**config.mk**
```make
export PLATFORM = sky130hd
export DESIGN_NAME = traffic_sequencer
export DESIGN_NICKNAME = d
export VERILOG_FILES = /design/src/rtl/traffic_pkg.sv /design/src/rtl/interval_timer.sv /design/src/rtl/traffic_sequencer.sv
export SDC_FILE = /design/constraint.sdc
export NUM_CORES = 1
export LEC_CHECK = 0
export ABC_CLOCK_PERIOD_IN_PS = 2700
export CAP_MARGIN = 20
export CELL_PAD_IN_SITES_DETAIL_PLACEMENT = 1
export CELL_PAD_IN_SITES_GLOBAL_PLACEMENT = 2
export CORE_MARGIN = 2
export CORE_UTILIZATION = 36
export DETAILED_ROUTE_END_ITERATION = 16
export PLACE_DENSITY = 0.83
export SYNTH_ARGS = -nofsm -noshare
export SYNTH_HDL_FRONTEND = slang
export SYNTH_SLANG_ARGS = --single-unit
```
**constraint.sdc**
```tcl
create_clock -name clk -period 2.7 [get_ports clk]
set_input_delay 0.54 -clock clk [delete_from_list [all_inputs] [get_ports clk]]
set_output_delay 0.54 -clock clk [all_outputs]
set_load 0.005 [all_outputs]
```
**src/rtl/traffic_pkg.sv**
```systemverilog
// rtl/traffic_pkg.sv - state codes, selector codes and LED patterns for the traffic sequencer
package traffic_pkg;

  // State codes; 3'd7 is unused and recovers to ST_MAIN_G1
  localparam logic [2:0] ST_MAIN_G1 = 3'd0;
  localparam logic [2:0] ST_MAIN_G2 = 3'd1;
  localparam logic [2:0] ST_MAIN_Y  = 3'd2;
  localparam logic [2:0] ST_WALK    = 3'd3;
  localparam logic [2:0] ST_SIDE_G  = 3'd4;
  localparam logic [2:0] ST_SIDE_GX = 3'd5;
  localparam logic [2:0] ST_SIDE_Y  = 3'd6;

  // Time_Parameter_Selector codes; 2'b11 writes nothing
  localparam logic [1:0] SEL_BASE = 2'b00;
  localparam logic [1:0] SEL_EXT  = 2'b01;
  localparam logic [1:0] SEL_YEL  = 2'b10;

  // Bit positions inside LEDs = {mainR,mainY,mainG,sideR,sideY,sideG,walk}
  localparam int LED_MAIN_R = 6;
  localparam int LED_MAIN_Y = 5;
  localparam int LED_MAIN_G = 4;
  localparam int LED_SIDE_R = 3;
  localparam int LED_SIDE_Y = 2;
  localparam int LED_SIDE_G = 1;
  localparam int LED_WALK   = 0;

  localparam logic [6:0] LEDS_MAIN_G = 7'((1 << LED_MAIN_G) | (1 << LED_SIDE_R));
  localparam logic [6:0] LEDS_MAIN_Y = 7'((1 << LED_MAIN_Y) | (1 << LED_SIDE_R));
  localparam logic [6:0] LEDS_WALK   = 7'((1 << LED_MAIN_R) | (1 << LED_SIDE_R) | (1 << LED_WALK));
  localparam logic [6:0] LEDS_SIDE_G = 7'((1 << LED_MAIN_R) | (1 << LED_SIDE_G));
  localparam logic [6:0] LEDS_SIDE_Y = 7'((1 << LED_MAIN_R) | (1 << LED_SIDE_Y));

  function automatic logic [6:0] leds_for_state(input logic [2:0] st);
    case (st)
      ST_MAIN_G1, ST_MAIN_G2: leds_for_state = LEDS_MAIN_G;
      ST_MAIN_Y:              leds_for_state = LEDS_MAIN_Y;
      ST_WALK:                leds_for_state = LEDS_WALK;
      ST_SIDE_G, ST_SIDE_GX:  leds_for_state = LEDS_SIDE_G;
      ST_SIDE_Y:              leds_for_state = LEDS_SIDE_Y;
      default:                leds_for_state = LEDS_MAIN_G;
    endcase
  endfunction

endpackage

```
**src/rtl/interval_timer.sv**
```systemverilog
// rtl/interval_timer.sv - phase interval timer counting enable ticks from a start pulse
module interval_timer #(
  parameter int TW = 4
) (
  input  logic          clk,
  input  logic          rst_n,
  input  logic          start,
  input  logic          tick,
  input  logic [TW-1:0] interval,
  output logic          expired
);

  logic [TW-1:0] cnt;
  logic [TW-1:0] load_val;

  // A zero interval would never let the phase run; treat it as one tick
  always_comb begin
    load_val = (interval == '0) ? TW'(1) : interval;
  end

  // Load on start (a tick in the load cycle already counts), then count ticks down to zero
  always_ff @(posedge clk or negedge rst_n) begin
    if (!rst_n) begin
      cnt <= '0;
    end else if (start) begin
      cnt <= load_val - TW'(tick);
    end else if (tick && cnt != '0) begin
      cnt <= cnt - TW'(1);
    end
  end

  // The count left over from the previous phase is stale during the start cycle
  assign expired = (cnt == '0) && !start;

endmodule

```
**src/rtl/traffic_sequencer.sv**
```systemverilog
// rtl/traffic_sequencer.sv - traffic-light FSM with reprogrammable base/extend/yellow intervals
module traffic_sequencer
  import traffic_pkg::*;
#(
  parameter int TW     = 4,
  parameter int T_BASE = 6,
  parameter int T_EXT  = 3,
  parameter int T_YEL  = 2
) (
  input  logic          clk,
  input  logic          Reset_n,
  input  logic          tick,
  input  logic          Sensor,
  input  logic          Walk_Request,
  input  logic          Reprogram,
  input  logic [1:0]    Time_Parameter_Selector,
  input  logic [TW-1:0] Time_Value,
  output logic [6:0]    LEDs
);

  logic [2:0]    state;
  logic [2:0]    state_next;
  logic          start_q;
  logic          expired;
  logic          walk_pend;
  logic [TW-1:0] p_base;
  logic [TW-1:0] p_ext;
  logic [TW-1:0] p_yel;
  logic [TW-1:0] interval;

  // Interval belonging to the current state; the timer only looks at it during start
  always_comb begin
    case (state)
      ST_MAIN_Y, ST_SIDE_Y: interval = p_yel;
      ST_WALK, ST_SIDE_GX:  interval = p_ext;
      default:              interval = p_base;
    endcase
  end

  interval_timer #(.TW(TW)) u_timer (
    .clk      (clk),
    .rst_n    (Reset_n),
    .start    (start_q),
    .tick     (tick),
    .interval (interval),
    .expired  (expired)
  );

  // Next-state selection; Reprogram overrides everything, Sensor is looked at only on expiry
  always_comb begin
    state_next = state;
    if (Reprogram) begin
      state_next = ST_MAIN_G1;
    end else begin
      case (state)
        ST_MAIN_G1: if (expired) state_next = Sensor ? ST_MAIN_Y : ST_MAIN_G2;
        ST_MAIN_G2: if (expired) state_next = ST_MAIN_Y;
        ST_MAIN_Y:  if (expired) state_next = walk_pend ? ST_WALK : ST_SIDE_G;
        ST_WALK:    if (expired) state_next = ST_SIDE_G;
        ST_SIDE_G:  if (expired) state_next = Sensor ? ST_SIDE_GX : ST_SIDE_Y;
        ST_SIDE_GX: if (expired) state_next = ST_SIDE_Y;
        ST_SIDE_Y:  if (expired) state_next = ST_MAIN_G1;
        default:    state_next = ST_MAIN_G1;
      endcase
    end
  end

  // State, LED register and the timer start pulse raised on every state entry or reprogram cycle
  always_ff @(posedge clk or negedge Reset_n) begin
    if (!Reset_n) begin
      state   <= ST_MAIN_G1;
      start_q <= 1'b1;
      LEDs    <= LEDS_MAIN_G;
    end else begin
      state   <= state_next;
      start_q <= Reprogram || (state_next != state);
      LEDs    <= leds_for_state(state_next);
    end
  end

  // Pending pedestrian request; a new request beats the clear on WALK entry
  always_ff @(posedge clk or negedge Reset_n) begin
    if (!Reset_n) begin
      walk_pend <= 1'b0;
    end else if (Walk_Request) begin
      walk_pend <= 1'b1;
    end else if (state_next == ST_WALK && state != ST_WALK) begin
      walk_pend <= 1'b0;
    end
  end

  // Parameter file written every cycle Reprogram is held
  always_ff @(posedge clk or negedge Reset_n) begin
    if (!Reset_n) begin
      p_base <= TW'(T_BASE);
      p_ext  <= TW'(T_EXT);
      p_yel  <= TW'(T_YEL);
    end else if (Reprogram) begin
      case (Time_Parameter_Selector)
        SEL_BASE: p_base <= Time_Value;
        SEL_EXT:  p_ext  <= Time_Value;
        SEL_YEL:  p_yel  <= Time_Value;
        default:  ;
      endcase
    end
  end

endmodule

```
-- Word-level counts from Yosys, hierarchy flattened
Index checks and enable logic that the tools add are counted.
W data, S select, Z words.
- register bits: 28
- input bits: 12
- output and inout port bits: 7
- logic and storage cells: 62
- $add $sub $neg: 2
- eq/ne operators: 15
- mux-type cells: 19
- reduce and logical (&&, ||, !) cells: 18
- operators by type and width (cell ; number):
    $pmux W7 S4 ; 1
    $mux W3 ; 9
    $pmux W3 S7 ; 1
    $eq A3 B3 Y1 const B ; 6
    $eq A3 B2 Y1 const B ; 4
    $mux W4 ; 3
    $logic_not A4 Y1 ; 2
    $pmux W4 S2 ; 1
    $reduce_and A2 Y1 ; 3
    $reduce_or A2 Y1 ; 3
    $mux W2 ; 2
    $reduce_bool A2 Y1 ; 2
    $reduce_bool A4 Y1 ; 1
    $sub A4 B1 Y4 ; 1
    $sub A4 B1 Y4 const B ; 1
    $eq A3 B1 Y1 const B ; 1
    $logic_and A1 B1 Y1 ; 3
    $logic_not A3 Y1 ; 1
    $ne A3 B2 Y1 const B ; 1
    $ne A3 B3 Y1 ; 1
    $eq A2 B1 Y1 const B ; 1
    $eq A2 B2 Y1 const B ; 1
    $logic_not A2 Y1 ; 1
    $mux W1 ; 2
    2 further kinds ; 2

-- Depth between registers and ports, before layout
Gate-level depths: netlist of the first run.
- depth in word-level cells: 9
- depth in mapped cells: 11
- gate-level depth less buffers: 9

-- By module
A second synthesis of the first run with hierarchy kept.
- cell total of the unflattened synthesis: 143
- area total of the unflattened synthesis: 1532.7 µm²
- modules (own cells, without submodules) (module ; times used ; cells an instance ; area each (µm²)):
    traffic_sequencer ; 1 ; 107 ; 1211.2
    interval_timer ; 1 ; 36 ; 321.6

-- Worst setup path after synthesis of the first run
Ideal clock, no wire load.
- kind: register to register
- from: register state[1]
- to: register u_timer.cnt[2]
- setup time: 0.077 ns
- arrival time: 2.002 ns
- data required time: 2.623 ns
- setup slack: 0.620 ns
- stages on the path, launching flop included: 12
- path buffers: 2
- path through: dfrtp_1 buf_4 buf_2 mux2i_1 a21oi_1 nor2_1 a211oi_1 a31oi_1 ha_1 ha_1 xor2_1 a21oi_1
- word-level cells in the longest chain between the ends: 7
- RTL lines (what ; line ; source):
    start: declaration ; traffic_sequencer.sv:21 ; logic [2:0] state;
    start signal: assignment ; traffic_sequencer.sv:75 ; state <= state_next;
    $eq A3 B3 Y1 / $eq A3 B2 Y1 (equally long branches) ; traffic_sequencer.sv:33 ; case (state)
    $reduce_or A2 Y1 ; traffic_sequencer.sv:33 ;
    $pmux W4 S2 * ; traffic_sequencer.sv:33 ;
    $logic_not A4 Y1 ; interval_timer.sv:18 ; load_val = (interval == '0) ? TW'(1) : interval;
    $mux W4 * ; interval_timer.sv:18 ;
    $sub A4 B1 Y4 * ; interval_timer.sv:26 ; cnt <= load_val - TW'(tick);
    $mux W4 * ; interval_timer.sv:25 ; end else if (start) begin
    end signal: assignment ; interval_timer.sv:26 ;
    end signal: assignment ; interval_timer.sv:28 ; cnt <= cnt - TW'(1);
    end: declaration ; interval_timer.sv:13 ; logic [TW-1:0] cnt;
Mark *: on every way between the ends. The rest lies on a longest branch, timed or not.
A chain may end at the register's enable or synchronous reset.

-- Final worst setup path of the first run
Same ends and word-level chain as after synthesis.

==> flow_summary_export.csv, run 1 <==
group,metric,value,unit
global_route,overflow,0,
setup_path,worstRegToRegCells,7,
global_route,grt_max_degree,29,
logic_synthesis,synth_edf_count,0,
drt,vias,1158,
placed_design,io_buffers,18,
logic_synthesis,ys_types,41,
floorplanning,die_h,70.6,um
floorplanning,die_w,70.6,um
sta,fin_setup_tns,0,ns
logic_synthesis,seq_area_frac_synth,44.4,%
setup_path,crit_path_top_delay_cell,"dfrtp_2",
logic_synthesis,synth_nets,159,
worst_hold_path,hold_depth,1,
sta,final.period_utilization,85.3,%
placed_design,dp_hpwl,2630,um
worst_hold_path,hold_class,"reg -> reg",
setup_path,crit_type,"reg -> reg",
setup_path,critPathMaxStageDelay,0.57,ns
logic_synthesis,yosys_warnings,0,
clock_tree,cts_max_level,1,
sta,finalClockSkew,0.0101,ns
cells_and_area,fin_nets,180,
setup_path,cp_common_cell,"ha_1",
sta,period_minus_slack,2.30,ns
global_route,grt_pass1_wl,6020,um
drt,avgRoutedWirePerCell,15.8,um
clock_tree,cts_resized,0,
logic_synthesis,async_flop_share,100,%
cells_and_area,regArea,712,um2
setup_path,critPathTopFamily,"compound AO/OA/AOI/OAI gates",
global_route,grt_pass1_vias,1268,
setup_path,path_buf_inv,0,
drt,ant_nets,0,
floorplanning,die-area,0.00499,mm2
floorplanning,core,0.00432,mm2
global_route,antenna_found_initial,0,
placed_design,dp_slack,0.242,ns
logic_synthesis,ys_ff_latch,28,
clock_tree,clk_latency,0.28,ns
setup_path,crit_chain,"mux2_2 -> a221oi_2 -> a31oi_1 -> ha_1 -> ha_1 -> xor2_1 -> a21oi_1",
sta,setup_slack,0.396,ns
floorplanning,io_pins,19,
clock_tree,cts_tree,"built",
sta,hold_viol,0,
cells_and_area,fill_cells,479,
logic_synthesis,syn_area,0.00160,mm2
logic_synthesis,yosysTopAreaCellShare,31.3,%
drt,viasPerCell,5.41,
drt,totalWireLength,3380,um
global_route,grt_usage,15.0,%
run_status,outcome,"complete, no violations",
placed_design,gp_congestion,0.849,
logic_synthesis,synth_ff_type,"dfrtp_1",
cells_and_area,multi_input_area,823,um2
clock_tree,cts_setup_buffers,0,
pwr,vdd_ir_drop_max,229,uV
cells_and_area,antenna_cells,0,
sta,fmax,434,MHz
setup_path,cp.required,2.90,ns
logic_synthesis,synth_commonest_cells,"dfrtp_1, mux2_2, dfstp_2, mux2i_1, nand2_1",
setup_path,cp_max_fo,15,
drt,dr.pass1.iters,4,
job,cap_viol_max_count,0,
logic_synthesis,yosys-top-cells-area,"dfrtp_1, dfstp_2, mux2_2, mux2i_1, a211oi_1",
setup_path,critPathLaunchType,"flip-flop",
drt,drt_iter0_drc,25,
logic_synthesis,yosys.area.top_type,"dfrtp_1",
logic_synthesis,synth.most_common_cell,"dfrtp_1",
cells_and_area,syn_to_final_growth,17.7,%
clock_tree,cts.sinks,28,
floorplanning,start_util,37.0,%
floorplanning,rows,24,
clock_tree,hold_buffers,0,
cells_and_area,drive_gt1_share,27.2,%
clock_tree,cts_inserted_buffers,3,
sta,finalSetupViolations,0,
sta,worst_slew_pin_slew,0.508,ns
worst_hold_path,min_to,"walk_pend",
clock_tree,cts_buffer_depth,2,
worst_hold_path,holdCritStartpoint,"walk_pend",
drt,drc,0,
pwr,power_density,566,mW/mm2
setup_path,rr_endpoint,"u_timer.cnt[2]",
clock_tree,cts_root_buffer,"clkbuf_8",
clock_tree,path_clk_slew,0.10,ns
logic_synthesis,syn_avg_cell_area,11.2,um2
setup_path,reg2reg_from,"state[1]",
setup_path,regToRegSetupSlack,0.40,ns
logic_synthesis,syn_inst,143,
pwr,p_leak,0.743,nW
setup_path,worst_setup_path_end_kind,"flip-flop",
sta,slew_viol_final,0,
sta,rsz0062_at_grt,"no",
setup_path,critPathArrivalTime,2.50,ns
sta,maxSlewHeadroom,66.0,%
[registers in the layout, indices dropped and copies added (netlist names)]
signal / flops
LEDs: 7
p_base: 4
p_ext: 4
p_yel: 4
u_timer.cnt: 4
state: 3
start_q: 1
walk_pend: 1
[cell usage in the layout (no fill, tap or decap), types with 2 or more instances in the layout]
master            n
a21oi_1           7
buf_4             5
a221oi_2          2
a211oi_1          7
nor2_1            6
inv_1             5
o21ai_1           4
a21o_1            3
dfstp_2           8
nor3_1            4
o21ai_0           2
clkbuf_8          3
a31oi_1           3
dfrtp_1          19
nand3b_1          2
xnor2_1           2
a31o_1            2
mux2_2           15
and2_1            3
clkdlybuf4s50_1  18
nor2b_1           2
nor3b_1           2
mux2i_1           8
a211oi_2          2
xor2_1            2
nand2_1           8
ha_1              4
[cell type report]
| class | count | area share [%] |
|---|---|---|
| multi-input cells | 102 | 43.8 |
| repair buffers | 23 | 11.6 |
| clock buffers | 3 | 2.19 |
| inverters | 6 | 1.20 |
| flip-flops and latches | 28 | 37.8 |
| well taps | 52 | 3.46 |
[cells by family after synthesis]
kind of cell | synth area share [%]
AND/OR/NAND/NOR | 14.2
AO/OA/AOI/OAI | 16.4
flip-flops | 44.4
multiplexers | 15.6
buffers and inverters | 4.07
XOR/XNOR | 2.19
adder cells (fa/ha/maj) | 3.13
[layer usage]
metal / wire (um) / GRT usage [%] / vias up
met2: 1700 / 26.3 / 10
li1: - / - / 562
met5: 0 / 0 / -
met3: 55 / 2.14 / 4
met1: 1580 / 19.1 / 582
met4: 46 / 5.03 / 0
[per-stage QoR]
stage                     cell area [um2]  utilization (%)  power (mW)  std cells  hold WS (ns)
after detailed placement             1840             42.5       0.850        211         0.490
after CTS                            1880             43.5        1.09        214         0.515
after floorplan                      1600                -       0.758        143         0.244
after global placement               1840             42.5       0.830        211         0.487
final                                1880             43.5        1.06        214         0.508
after global routing                 1880             43.5        1.15        214         0.538
[worst max path at each step]
stage,startpoint,to,slack (ns),cells past startpoint
after floorplan,state[1],u_timer.cnt[2],0.62,11
after detailed placement,state[1],u_timer.cnt[2],0.24,7
final,state[1],u_timer.cnt[2],0.40,7
after global placement,state[1],u_timer.cnt[2],0.38,7
after global routing,state[1],u_timer.cnt[2],0.16,8
after CTS,state[1],u_timer.cnt[2],0.22,7
[report_power, final]
| group | internal (mW) | leakage, nW | total, mW | switching (mW) |
|---|---|---|---|---|
| Sequential | 0.497 | 0.331 | 0.565 | 0.0686 |
| Clock | 0.100 | 0.0216 | 0.227 | 0.127 |
| Combinational | 0.147 | 0.391 | 0.272 | 0.126 |
(Power assumes the default switching activity.)
==> run 2: changes to the inputs <==
--- a/config.mk
+++ b/config.mk
@@ -11,6 +11,7 @@
 export CELL_PAD_IN_SITES_GLOBAL_PLACEMENT = 2
 export CORE_MARGIN = 2
 export CORE_UTILIZATION = 36
+export CTS_CLUSTER_SIZE = 16
 export DETAILED_ROUTE_END_ITERATION = 16
 export PLACE_DENSITY = 0.83
 export SYNTH_ARGS = -nofsm -noshare
==> results of run 2 <==
The final DEF is identical to that of run 1; final timing and power are the same.
==> run 3: changes to the inputs <==
--- a/config.mk
+++ b/config.mk
@@ -9,7 +9,7 @@
 export CAP_MARGIN = 20
 export CELL_PAD_IN_SITES_DETAIL_PLACEMENT = 1
 export CELL_PAD_IN_SITES_GLOBAL_PLACEMENT = 2
-export CORE_MARGIN = 2
+export CORE_MARGIN = 5
 export CORE_UTILIZATION = 36
 export CTS_CLUSTER_SIZE = 16
 export DETAILED_ROUTE_END_ITERATION = 16
==> flow_summary_export.csv, run 3 (synthesized netlist as in run 1, its figures left out) <==
group,metric,value,unit
floorplanning,io_pins,19,
global_route,grt_max_degree,29,
cells_and_area,syn_to_final_growth,18.5,%
sta,slew_viol_final,0,
clock_tree,cts_max_level,1,
global_route,grt_pass1_wl,6120,um
drt,drt_iter0_drc,65,
setup_path,critPathArrivalTime,2.58,ns
drt,drc,0,
placed_design,dp_hpwl,2760,um
clock_tree,hold_buffers,0,
floorplanning,core,0.00432,mm2
clock_tree,cts_resized,0,
pwr,power_density,587,mW/mm2
sta,period_minus_slack,2.36,ns
setup_path,cp_max_fo,11,
clock_tree,cts.sinks,28,
drt,viasPerCell,5.44,
pwr,vdd_ir_drop_max,272,uV
drt,totalWireLength,3600,um
worst_hold_path,holdCritStartpoint,"walk_pend",
setup_path,rr_endpoint,"u_timer.cnt[2]",
clock_tree,cts_buffer_depth,2,
global_route,overflow,0,
cells_and_area,layout_commonest_cell,"dfrtp_1",
placed_design,dpl-instance-area,0.00184,mm2
sta,finalClockSkew,0.00244,ns
global_route,grt_usage,12.7,%
setup_path,regToRegSetupSlack,0.34,ns
pwr,p_leak,0.752,nW
global_route,grt_pass1_vias,1230,
clock_tree,cts_setup_buffers,0,
drt,ant_nets,0,
run_status,outcome,"complete, no violations",
cells_and_area,fin_area,0.00189,mm2
drt,avgRoutedWirePerCell,16.7,um
drt,dr.pass1.iters,4,
setup_path,crit_type,"reg -> reg",
sta,rsz0062_at_grt,"no",
cells_and_area,fill_cells,489,
placed_design,gp_congestion,0.816,
setup_path,worstRegToRegCells,7,
clock_tree,cts_inserted_buffers,3,
floorplanning,rows,24,
cells_and_area,drive_gt1_share,27.0,%
cells_and_area,antenna_cells,0,
floorplanning,start_util,37.0,%
sta,hold_viol,0,
clock_tree,path_clk_slew,0.10,ns
placed_design,io_buffers,18,
sta,finalSetupViolations,0,
cells_and_area,largest_reg_flops,7,
global_route,antenna_found_initial,0,
floorplanning,die-area,0.00587,mm2
cells_and_area,top_register,"LEDs",
worst_hold_path,hold_depth,1,
clock_tree,cts_tree,"built",
worst_hold_path,hold_class,"reg -> reg",
drt,vias,1170,
setup_path,worst_setup_path_end_kind,"flip-flop",
floorplanning,die_h,76.6,um
worst_hold_path,min_to,"walk_pend",
floorplanning,die_w,76.6,um
clock_tree,clk_latency,0.28,ns
clock_tree,cts_root_buffer,"clkbuf_8",
cells_and_area,layout_common_cells,"dfrtp_1, clkdlybuf4s50_1, mux2_2",
sta,worst_slew_pin_slew,0.538,ns
setup_path,reg2reg_from,"state[1]",
sta,fmax,424,MHz
setup_path,critPathLaunchType,"flip-flop",
sta,fin_setup_tns,0,ns
job,cap_viol_max_count,0,
sta,final.period_utilization,87.4,%
cells_and_area,fin_nets,180,
sta,maxSlewHeadroom,64.0,%
setup_path,cp.required,2.92,ns
==> run 3: worst max path at each step <==
stage / from / end / slack [ns] / cells after the start
after floorplan: state[1] / u_timer.cnt[2] / 0.62 / 11
after global placement: state[1] / u_timer.cnt[2] / 0.48 / 7
after detailed placement: state[1] / u_timer.cnt[2] / 0.37 / 7
after CTS: state[1] / u_timer.cnt[2] / 0.31 / 7
after global routing: state[1] / u_timer.cnt[2] / 0.14 / 8
final: state[1] / u_timer.cnt[2] / 0.34 / 7
==> run 3: power breakdown <==
part | total (mW) | switching [mW] | internal [mW] | leakage (nW)
clock | 0.272 | 0.141 | 0.131 | 0.0288
sequential | 0.564 | 0.0679 | 0.496 | 0.332
combinational | 0.276 | 0.129 | 0.147 | 0.391
total | 1.11 | 0.338 | 0.774 | 0.752
==> run 3: worst max-delay path, stage by stage (launching register included) <==
cell	delay, ns
dfrtp_1	0.62
mux2_2	0.41
a221oi_2	0.38
a31oi_1	0.14
ha_1	0.25
ha_1	0.20
xor2_1	0.15
a21oi_1	0.15
==> run 3: per-stage QoR <==
stage / hold slack, ns / total power [mW] / cells / worst slack, ns / utilization [%]
floorplan: 0.244 / 0.758 / 143 / 0.620 / -
global placement: 0.499 / 0.831 / 211 / 0.479 / 42.5
detailed placement: 0.494 / 0.853 / 211 / 0.371 / 42.5
CTS: 0.515 / 1.12 / 215 / 0.310 / 43.8
global route: 0.534 / 1.18 / 215 / 0.140 / 43.8
finish: 0.510 / 1.11 / 215 / 0.340 / 43.8
==> run 3: area by class of cell <==
type                       count  area, um2  share of cell area, %
multi-input combinational    102        823                   43.5
sequential                    28        711                   37.5
timing repair buffer          23        218                   11.5
tap                           52       65.1                   3.43
clock buffer                   4       55.1                   2.91
inverter                       6       22.5                   1.19
==> run 3: metal layers <==
| layer | track usage (%) | wire length (um) |
|---|---|---|
| met4 | 3.67 | 64 |
| met1 | 16.4 | 1610 |
| met5 | 0 | 0 |
| met2 | 21.1 | 1830 |
| met3 | 3.19 | 90 |
